$ cat config.mk
export PLATFORM = sky130hd
export DESIGN_NAME = dmem_arbiter
export DESIGN_NICKNAME = d
export VERILOG_FILES = /design/src/rtl/dmem_arbiter.sv
export SDC_FILE = /design/constraint.sdc
export NUM_CORES = 1
export LEC_CHECK = 0
export ABC_AREA = 1
export BUFFER_PORTS_ARGS = -buffer_cell sky130_fd_sc_hd__clkbuf_2
export CAP_MARGIN = 20
export CORE_MARGIN = 8
export CORE_UTILIZATION = 25
export CTS_CLUSTER_DIAMETER = 30
export DETAILED_ROUTE_END_ITERATION = 10
export PLACE_DENSITY = 0.53
export SETUP_SLACK_MARGIN = 0.2
export SLEW_MARGIN = 30
export SYNTH_ARGS = -nofsm -noshare
export SYNTH_HDL_FRONTEND = slang
export SYNTH_SLANG_ARGS = --single-unit
$ cat constraint.sdc
create_clock -name clk -period 1.5 [get_ports clk]
set_input_delay 0.225 -clock clk [delete_from_list [all_inputs] [get_ports clk]]
set_output_delay 0.225 -clock clk [all_outputs]
set_load 0.1 [all_outputs]
$ cat src/rtl/dmem_arbiter.sv
// Two-port round-robin arbiter/sequencer in front of a single-port data memory.
// Optional grant/conflict statistics counters are enabled with `define DMEM_ARB_STATS_EN.
module dmem_arbiter #(
  parameter int AW = 32,
  parameter int DW = 32
) (
  input  logic          clk,
  input  logic          rst,
  input  logic          p0_valid,
  output logic          p0_ready,
  input  logic          p0_we,
  input  logic [AW-1:0] p0_addr,
  input  logic [DW-1:0] p0_wdata,
  output logic          p0_rsp_valid,
  output logic [DW-1:0] p0_rsp_rdata,
  output logic          p0_rsp_err,
  input  logic          p1_valid,
  output logic          p1_ready,
  input  logic          p1_we,
  input  logic [AW-1:0] p1_addr,
  input  logic [DW-1:0] p1_wdata,
  output logic          p1_rsp_valid,
  output logic [DW-1:0] p1_rsp_rdata,
  output logic          p1_rsp_err,
  output logic [AW-1:0] mem_A,
  output logic [DW-1:0] mem_WD,
  output logic          mem_WE,
  input  logic [DW-1:0] mem_RD
`ifdef DMEM_ARB_STATS_EN
  ,
  output logic [15:0]   p0_grant_cnt,
  output logic [15:0]   p1_grant_cnt,
  output logic [15:0]   conflict_cnt
`endif
);

  typedef enum logic [1:0] {IDLE, ACCESS, RESP} state_t;

  state_t        state, state_nxt;
  logic          last_grant;
  logic          gnt_q;
  logic          we_q;
  logic [AW-1:0] addr_q;
  logic [DW-1:0] wdata_q;
  logic          any_valid;
  logic          arb_en;
  logic          grant;
  logic          pick;
  logic          aligned;

  assign any_valid = p0_valid | p1_valid;
  assign arb_en    = (state == IDLE) || (state == RESP);
  assign grant     = arb_en && any_valid;
  // Under contention the port that did not win last time gets the slot.
  assign pick      = (p0_valid && p1_valid) ? ~last_grant : p1_valid;
  assign aligned   = (addr_q[1:0] == 2'b00);

  always_ff @(posedge clk) begin
    if (rst) state <= IDLE;
    else     state <= state_nxt;
  end

  always_comb begin
    state_nxt = state;
    case (state)
      IDLE:    if (any_valid) state_nxt = ACCESS;
      ACCESS:  state_nxt = RESP;
      RESP:    state_nxt = any_valid ? ACCESS : IDLE;
      default: state_nxt = IDLE;
    endcase
  end

  always_ff @(posedge clk) begin
    if (rst) begin
      last_grant   <= 1'b1;
      gnt_q        <= 1'b0;
      we_q         <= 1'b0;
      addr_q       <= '0;
      wdata_q      <= '0;
      p0_rsp_rdata <= '0;
      p1_rsp_rdata <= '0;
    end else begin
      if (grant) begin
        gnt_q      <= pick;
        last_grant <= pick;
        we_q       <= pick ? p1_we    : p0_we;
        addr_q     <= pick ? p1_addr  : p0_addr;
        wdata_q    <= pick ? p1_wdata : p0_wdata;
      end
      // Read data is captured at the end of ACCESS and then held until the next response.
      if (state == ACCESS) begin
        if (!gnt_q) p0_rsp_rdata <= (we_q || !aligned) ? '0 : mem_RD;
        else        p1_rsp_rdata <= (we_q || !aligned) ? '0 : mem_RD;
      end
    end
  end

  always_comb begin
    mem_A        = addr_q;
    mem_WD       = wdata_q;
    mem_WE       = (state == ACCESS) && we_q && aligned && !rst;
    p0_ready     = (state == ACCESS) && !gnt_q && !rst;
    p1_ready     = (state == ACCESS) &&  gnt_q && !rst;
    p0_rsp_valid = (state == RESP)   && !gnt_q && !rst;
    p1_rsp_valid = (state == RESP)   &&  gnt_q && !rst;
    p0_rsp_err   = p0_rsp_valid && !aligned;
    p1_rsp_err   = p1_rsp_valid && !aligned;
  end

`ifdef DMEM_ARB_STATS_EN
  always_ff @(posedge clk) begin
    if (rst) begin
      p0_grant_cnt <= '0;
      p1_grant_cnt <= '0;
      conflict_cnt <= '0;
    end else if (grant) begin
      if (!pick && p0_grant_cnt != 16'hFFFF) p0_grant_cnt <= p0_grant_cnt + 16'd1;
      if ( pick && p1_grant_cnt != 16'hFFFF) p1_grant_cnt <= p1_grant_cnt + 16'd1;
      if (p0_valid && p1_valid && conflict_cnt != 16'hFFFF) conflict_cnt <= conflict_cnt + 16'd1;
    end
  end
`endif

endmodule

### Word-level counts from Yosys, hierarchy flattened

Cells that the tools add are included.

* register bits: 133
* input port bits: 166
* output and inout bits: 135
* logic and storage cells: 46

* equality and inequality tests: 3
* mux-type cells: 8
* bitwise logic cells: 3
* reductions and logical operators: 24

Operators by type and width (number)
* two-way mux 32 bit: 3
* logical AND 1 bit: 15
* one-hot mux 2 bit (3 select lines): 1
* logical NOT 2 bit: 2
* AND reduction 2 bit: 2
* logical NOT 1 bit: 3
* two-way mux 1 bit: 3
* == test 2 x 1 -> 1 bit, second input constant: 1
* == test 2 bit, second input constant: 1
* logical OR 1 bit: 2
* two-way mux 2 bit: 1
* inequality test 2 bit, second input constant: 1
* NOT 1 bit: 2
* OR 1 bit: 1

### Longest topological paths before layout

Gate-level depths: netlist (run 1).

* depth in word-level cells: 4
* mapped depth: 7
* gate-level depth less buffers: 6

### Worst setup path after synthesis (run 1)

No wires, ideal clock.

* path type: register to output
* from: register addr_q[0] (netlist: mem_A[0])
* to: output p0_rsp_err
* arrival time: 4.225 ns
* required time: 1.275 ns
* setup slack: -2.950 ns
* cell stages (with the launch flop): 4
* path through: dfxtp_1 nor2_2 buf_2 nor4_1

* longest elaborated chain between the ends: 3

Ends and longest elaborated chain
* start: declaration: line 43 `logic [AW-1:0] addr_q;`
* start signal: assignment: line 87 `addr_q <= pick ? p1_addr : p0_addr;`
* logical NOT 2 bit: line 56 `assign aligned = (addr_q[1:0] == 2'b00);`
* logical NOT 1 bit: line 106 `p0_rsp_err = p0_rsp_valid && !aligned;`
* logical AND 1 bit: line 106
* end: declaration: line 16 `output logic p0_rsp_err,`

Every way passes these cells.

### Worst setup path after layout (run 1)

* from: register gnt_q
* to: output p0_rsp_err

* longest elaborated chain between the ends: 4

Ends and longest elaborated chain
* start: declaration: line 41 `logic gnt_q;`
* start signal: assignment: line 84 `gnt_q <= pick;`
* logical NOT 1 bit: line 104 `p0_rsp_valid = (state == RESP) && !gnt_q && !rst;`
* logical AND 1 bit (2 in series): line 104
* logical AND 1 bit: line 106

Every way passes these cells.

==> out/metrics.sh, run 1 <==
STATUS='complete, but fails checks'
VIOLATIONS_IN_THE_FINAL_REPORTS='negative setup slack'
DRT_ITER0_DRC=309
COMB_POWER_SHARE_PCT=40.0
CLOCK.FMAX_MHz=603.0
SETUP.REG_TO_REG.WORST_SLACK_PS=-10
POST_ROUTE_WORST_HOLD_SLACK_PS=135.2
GLOBAL_ROUTE.OVERFLOW_TOTAL=0
TIMING.HOLD.WORST.CLASS='in2reg'
WL_PER_CELL_UM=15.07
INTPOWER_uW=8527
SYNTH_LARGEST_TYPE_AREA_FRACTION_PCT=38.52
DIE-AREA_UM2=33220
POST-ROUTE-WORST-SETUP-SLACK_PS=-158.5
CLK_LATENCY_PS=410
NETLIST_AREA_UM2=6912
SYNTH.NET_COUNT=1310
GROUTE.USAGE.OVERALL_PCT=15.00
SWITCHING_PART_OF_THE_TOTAL_PCT=40.12
DIE_W_UM=182.3
YS.WARNINGS.COUNT=0
VIAS=7777
HTREE_NUM_LEVELS=4
MIN_DELAY_PATH_DEPTH=5
DIE_H_UM=182.3
LAYOUTNONFILLERINSTCOUNT=1821
PORTBUFFERS=300
FLOORPLAN.ROWS=61
SLEW_HEADROOM_PCT=70.93
DRTPASS1ITERATIONS=6
SLEW_VIOLATIONS=0
CLOCK_PIN_TRANSITION_ON_THE_WORST_SETUP_AND_HOLD_TIMING_PATHS_PS=60
CLOCK_SINKS=133
WORST_SETUP_PATH_END_KIND='output pin'
FIN_SETUP_TNS_PS=-659.6
HP-START='mem_RD[16]'
HOLDPATHEND='p0_rsp_rdata[16]$_SDFFE_PP0P_'
WORST_EP_REQUIRED_TIME_PS=1270
HOLD_BUFFERS=0
CORE_UM2=27480
IR_WORST_VDD_mV=0.5921
FLOORPLAN.IO_PINS=301
SYNTH_TOP_AREA_CELL='dfxtp_1'
GR-USAGE-MET3_PCT=5.747
PWR_DENSITY_CELL_nW_PER_UM2=1133
TIGHTESTPINTRANSITION_PS=432.2
PLACE.DETAILED.HPWL_MM=18.25
POWER.LEAKAGE_uW=0.006432
FINAL_TOTAL_POWER_uW=14240
TIMING.SETUP.CRITICAL_PATH_CLASS='reg2out'
DRC_ERRORS=0
PERIOD_UTILISATION_LAYOUT_PCT=110.6
NET-SWITCHING-POWER_uW=5713
CAP_VIOL_MAX_COUNT=0
MOST_COMMON_CELL_AFTER_LAYOUT_FILL_AND_TAPS_ASIDE='nand2_1'
WORST-PATH-MAX-FANOUT=3
PLACE_CONGESTION=0.7947
FINAL_ANTENNA_NET_COUNT=0
FLOP_PWR_SHARE_PCT=28.6
CTS_BUFFER_DEPTH=2
GRT_START_MAX_NET_PINS=101
GRTUSAGEMET1_PCT=18.85
SEQ_AREA_FRAC_SYNTH_PCT=38.52
LAYOUT-AREA-OVERHEAD-VS-SYNTH_PCT=81.86
SYNTH_AREA_LEADERS='dfxtp_1 (39%), nand2_1 (23%), nor2_1 (9.3%)'
SYNTH.FF_LATCH_COUNT=133
VIAS_IN_THE_FIRST_GLOBAL_ROUTE=7447
FRACTION_OF_FINAL_LAYOUT_CELLS_SIZED_BEYOND_DRIVE_STRENGTH_1_PCT=43.25
SYNTH_CELLS=1144
R2R_CELLS=10
POST_DRT_VIA_CELL_RATIO=4.271
COMMONEST_CELLS_AFTER_ROUTING_FILL_AND_TAPS_ASIDE='nand2_1 (322), clkbuf_2 (164), inv_1 (131), dfxtp_1 (125), nor2_1 (113)'
ENDPOINTS_FAILING_SETUP=8
MET2_USAGE_PCT=24.10
RR_STARTPOINT='mem_A[1]$_SDFFE_PP0P_'
CTS_TREE='built'
FIN_UTIL_PCT=45.75
FINAL_PERIOD_MINUS_WORST_SETUP_SLACK_PS=1659
FINALHOLDVIOLCOUNT=0
SYNTH_AREA_PER_CELL_UM2=6.042
CLOCKROOTBUFFER='clkbuf_16'
NUMBER_OF_ANTENNA_VIOLATIONS_AT_THE_FIRST_CHECK_IN_GLOBAL_ROUTING=0
DPL.CELL_COUNT=1752
FINAL_NET_COUNT=1630
FLOORPLAN.INITIALDENSITY_PCT=25.15
SYNTH.LIB_CELLS_USED.DISTINCT=18
GRT.BUSIEST_LAYER='met2'
GRT_PASS1_WL_MM=40.03
GRT_SETUP_UNREPAIRED='yes'
DIODES=0
CTS_INSERTED_BUFFERS=17
WORST_R2R_ENDPOINT='p1_rsp_rdata[30]$_SDFFE_PP0P_'
CP-START-KIND='flop'
CP.ARRIVAL_PS=1430
SKEW_PS=14.02
CLKPWRFRAC_PCT=31.4
DRT-TOTAL-WL_MM=27.44
[cells in the mapped netlist]
cell type / instances
nand2_1: 426
nor2_1: 172
inv_1: 135
dfxtp_1: 133
nand3_1: 100
a21boi_0: 42
buf_2: 38
clkbuf_1: 26
clkinv_1: 26
a21boi_1: 23
buf_4: 7
inv_2: 7
buf_1: 3
nor3_1: 2
nor2_2: 1
nor4_1: 1
o21ai_1: 1
o22ai_1: 1
[per-stage QoR]
stage	setup WS, ps	instance area (um2)
6_report	-158.5	12570
5_1_grt	-225.3	12570
4_1_cts	-196.6	11310
3_5_place_dp	94.58	9216
3_3_place_gp	95.94	9216
2_1_floorplan	-595.0	7032
[per-layer routing]
metal	part of all wire, %	wire, um
met4	0.98	268
met2	46	12590
met3	7.9	2170
met1	45	12410
met5	0	0
[worst max-delay path by stage]
stage | from | to | slack, ps | depth (start not counted)
after floorplan | mem_A[0]$_SDFFE_PP0P_ | p0_rsp_err | -600 | 3
after global placement | p0_valid | mem_A[1]$_SDFFE_PP0P_ | 100 | 9
after detailed placement | mem_A[0]$_SDFFE_PP0P_ | p1_rsp_rdata[30]$_SDFFE_PP0P_ | 90 | 6
after CTS | mem_A[1]$_SDFFE_PP0P_ | p0_rsp_err | -200 | 4
after global routing | mem_A[1]$_SDFFE_PP0P_ | mem_WE | -230 | 4
final | gnt_q$_SDFFE_PP0P_ | p0_rsp_err | -160 | 3
[state kept, by name (all words and copies together) (netlist names)]
| signal | count |
|---|---|
| state | 2 |
| we_q | 1 |
| mem_WD | 32 |
| p0_rsp_rdata | 32 |
| p1_rsp_rdata | 32 |
| gnt_q | 1 |
| mem_A | 32 |
| last_grant | 1 |
[power groups by stage]
stage / clock (uW) / combinational, uW / sequential, uW
after floorplan: 0 / 1250 / 6150
after global placement: 0 / 4340 / 4090
after detailed placement: 0 / 4350 / 4100
after CTS: 4620 / 5050 / 4060
after global routing: 4750 / 6020 / 4110
final: 4470 / 5690 / 4080
[timing repair]
item | CTS | global route
endpoints found under the setup margin | 158 | 148
cloned | 1 | 10
pin swaps | 20 | 153
resized for setup | 300 | 303
buffers inserted | 16 | 12
hold endpoints to repair | 0 | 0
[worst max-delay path: stages (launching register included)]
cell and delay, ps:
dfxtp_4 360, buf_12 130, nor4_4 320, buf_12 220
[area by class of cell]
| type | instances | area [um2] |
|---|---|---|
| well taps | 346 | 432.9 |
| fillers | 2709 | 14910 |
| repair buffers | 375 | 3836 |
| clock buffers | 18 | 429.2 |
| multi-input cells | 769 | 4358 |
| clock inverters | 12 | 180.2 |
| flip-flops and latches | 133 | 2683 |
| inverters | 168 | 650.6 |
[kinds of logic (layout without fill, tap and decap cells)]
group | after synthesis | after routing | share of synthesized area (%)
and+or+nand+nor | 702 | 702 | 40.04
DFF | 133 | 133 | 38.52
AOI/OAI and AO/OA | 67 | 67 | 7.223
buffers and inverters | 242 | 573 | 14.21
No activity file was read; power rests on OpenSTA's default activity.
==> run 2: changes to the inputs <==
==> constraint.sdc (replaced) <==
create_clock -name clk -period 1.6 [get_ports clk]
set_input_delay 0.24 -clock clk [delete_from_list [all_inputs] [get_ports clk]]
set_output_delay 0.24 -clock clk [all_outputs]
set_load 0.1 [all_outputs]
==> out/metrics.sh, run 2 (synthesized netlist as in run 1, its figures left out) <==
SWITCHING_PART_OF_THE_TOTAL_PCT=40.81  # +0.69 points
CTS_INSERTED_BUFFERS=17  # unchanged
IR_WORST_VDD_mV=0.5174  # -13%
POST_DRT_VIA_CELL_RATIO=4.238  # -0.77%
MOST_COMMON_CELL_AFTER_LAYOUT_FILL_AND_TAPS_ASIDE='nand2_1'
PLACED_AREA_UM2=9035  # -2.0%
CLOCK_SINKS=133  # unchanged
DRT_ITER0_DRC=313  # +1.3%
COMMONEST_CELLS_AFTER_ROUTING_FILL_AND_TAPS_ASIDE='nand2_1 (363), clkbuf_2 (164), nor2_1 (137), inv_1 (131), dfxtp_1 (128)'
CP-START-KIND='flop'
SKEW_PS=7.372  # -6.647 ps
RR_STARTPOINT='state[0]$_SDFFE_PP0P_'
VIOLATIONS_IN_THE_FINAL_REPORTS='negative setup slack'
FIN_AREA_UM2=10950  # -13%
FINAL_NET_COUNT=1609  # -1.3%
DIE_W_UM=182.3  # unchanged
SLEW_VIOLATIONS=0  # unchanged
GRT_PASS1_WL_MM=40.12  # +0.22%
PRE_CTS_WS_PS=155.7  # +61.13 ps
LAYOUT-AREA-OVERHEAD-VS-SYNTH_PCT=58.47
VIAS_IN_THE_FIRST_GLOBAL_ROUTE=7260  # -2.5%
CLKPWRFRAC_PCT=33.4  # +2.0 points
FINALHOLDVIOLCOUNT=0  # unchanged
HTREE_NUM_LEVELS=4  # unchanged
DPL.CELL_COUNT=1741  # -0.63%
DIE-AREA_UM2=33220  # unchanged
FINAL_ANTENNA_NET_COUNT=0  # unchanged
GRT_SETUP_UNREPAIRED='yes'
FRACTION_OF_FINAL_LAYOUT_CELLS_SIZED_BEYOND_DRIVE_STRENGTH_1_PCT=36.56  # -6.7 points
DIE_H_UM=182.3  # unchanged
GROUTE.USAGE.OVERALL_PCT=15.07  # +0.070 points
FINAL_PERIOD_MINUS_WORST_SETUP_SLACK_PS=1649
STATUS='complete, but fails checks'
INTPOWER_uW=7446  # -13%
WORST-PATH-MAX-FANOUT=4  # +1
FIN_UTIL_PCT=39.86  # -5.9 points
TIMING.HOLD.WORST.CLASS='in2reg'
DIODES=0  # unchanged
CORE_UM2=27480  # unchanged
FLOORPLAN.INITIALDENSITY_PCT=25.15  # unchanged
PLACE_CONGESTION=0.7867  # -1.0%
DRC_ERRORS=0  # unchanged
DRT-TOTAL-WL_MM=26.39  # -3.8%
TIGHTESTPINTRANSITION_PS=473.0  # +40.83 ps
CP.ARRIVAL_PS=1410  # -20 ps
HP-START='rst'
ENDPOINTS_FAILING_SETUP=5  # -3
LAYOUTNONFILLERINSTCOUNT=1801  # -1.1%
CLK_LATENCY_PS=420  # about the same
WORST_SETUP_PATH_END_KIND='output pin'
WORST_SETUP_PATH_STARTPOINT='state[0]$_SDFFE_PP0P_'
CLOCK_PIN_TRANSITION_ON_THE_WORST_SETUP_AND_HOLD_TIMING_PATHS_PS=60  # about the same
NUMBER_OF_ANTENNA_VIOLATIONS_AT_THE_FIRST_CHECK_IN_GLOBAL_ROUTING=2  # +2
SLEW_HEADROOM_PCT=68.47  # -2.5 points
GRT_START_MAX_NET_PINS=76  # -25%
FLOP_PWR_SHARE_PCT=29.9  # +1.3 points
WL_PER_CELL_UM=14.65  # -2.8%
CLOCK.FMAX_MHz=606.4
PORTBUFFERS=300  # unchanged
CLOCKROOTBUFFER='clkbuf_16'
DRTPASS1ITERATIONS=6  # unchanged
CAP_VIOL_MAX_COUNT=0  # unchanged
NET-SWITCHING-POWER_uW=5134  # -10%
HOLD_BUFFERS=0  # unchanged
FLOORPLAN.ROWS=61  # unchanged
POST-ROUTE-WORST-SETUP-SLACK_PS=-49.04  # +109.5 ps
PERIOD_UTILISATION_LAYOUT_PCT=103.1
PWR_DENSITY_CELL_nW_PER_UM2=1149  # +1.4%
PLACE.DETAILED.HPWL_MM=18.35  # +0.54%
CTS_BUFFER_DEPTH=2  # unchanged
TIMING.SETUP.CRITICAL_PATH_CLASS='reg2out'
VIAS=7632  # -1.9%
CTS_TREE='built'
POWER.LEAKAGE_uW=0.005850  # -9.0%
WORST_EP_REQUIRED_TIME_PS=1360  # +90 ps
FLOORPLAN.IO_PINS=301  # unchanged
COMB_POWER_SHARE_PCT=36.7  # -3.3 points
GLOBAL_ROUTE.OVERFLOW_TOTAL=0  # unchanged
run 2: changes by cell type in the layout (fill, tap and decap cells not counted), sizes merged:
cell      change
clkinv        +9
buf          -38
inv           -8
clkbuf       +19
clkinvlp      -1
bufinv        -1
run 2: layer usage:
| layer | wire (um) | share of wire (%) | vias to the layer above | track usage, % |
|---|---|---|---|---|
| li1 | - | - | 4009 | - |
| met1 | 12080 | 46 | 3353 | 19.50 |
| met2 | 11940 | 45 | 250 | 23.32 |
| met3 | 2155 | 8.2 | 16 | 5.568 |
| met4 | 191 | 0.72 | 4 | 3.837 |
| met5 | 19 | 0.072 | - | 0 |
run 2: path summary, 6_finish.rpt:
| check | to | slack (ps) | cells past startpoint |
|---|---|---|---|
| hold / removal | state[0]$_SDFFE_PP0P_ | 150 | 2 |
| setup reg to reg | mem_A[23]$_SDFFE_PP0P_ | 50 | 9 |
| hold reg to reg | p1_rsp_rdata[27]$_SDFFE_PP0P_ | 510 | 4 |
| setup / recovery | p0_rsp_err | -50 | 4 |
run 2: layout make-up:
type | instances | area [um2]
fill | 2913 | 16520
multi-input combinational | 769 | 3882
timing repair buffer | 354 | 2694
sequential | 133 | 2681
inverter | 168 | 646.9
clock buffer | 20 | 466.7
tap | 346 | 432.9
clock inverter | 11 | 148.9
run 2: critical path: stages (launching register included):
cell     delay [ps]
dfxtp_4         360
inv_6            80
nand2_8          70
nor4_4          260
buf_12          220
run 2: repair_timing:
| item | CTS | global route |
|---|---|---|
| pin swaps | 11 | 73 |
| gates cloned | 0 | 4 |
| setup endpoints to repair | 133 | 52 |
| resized for setup | 152 | 168 |
| buffers inserted | 11 | 14 |
run 2: power groups by stage:
stage / Combinational [uW] / Sequential, uW / Clock (uW)
global route: 4930 / 3790 / 4480
floorplan: 1170 / 5770 / 0
detailed placement: 4000 / 3840 / 0
finish: 4620 / 3760 / 4200
CTS: 4220 / 3760 / 4350
global placement: 3990 / 3830 / 0
run 2: metrics by stage:
| step | power, uW | TNS [ps] | hold WS (ps) |
|---|---|---|---|
| CTS | 12330 | -333.7 | 125.5 |
| finish | 12580 | -157.8 | 146.5 |
| detailed placement | 7839 | 0 | 495.7 |
| floorplan | 6934 | -677.5 | 305.0 |
| global placement | 7826 | 0 | 491.1 |
| global route | 13210 | -510.9 | 147.2 |
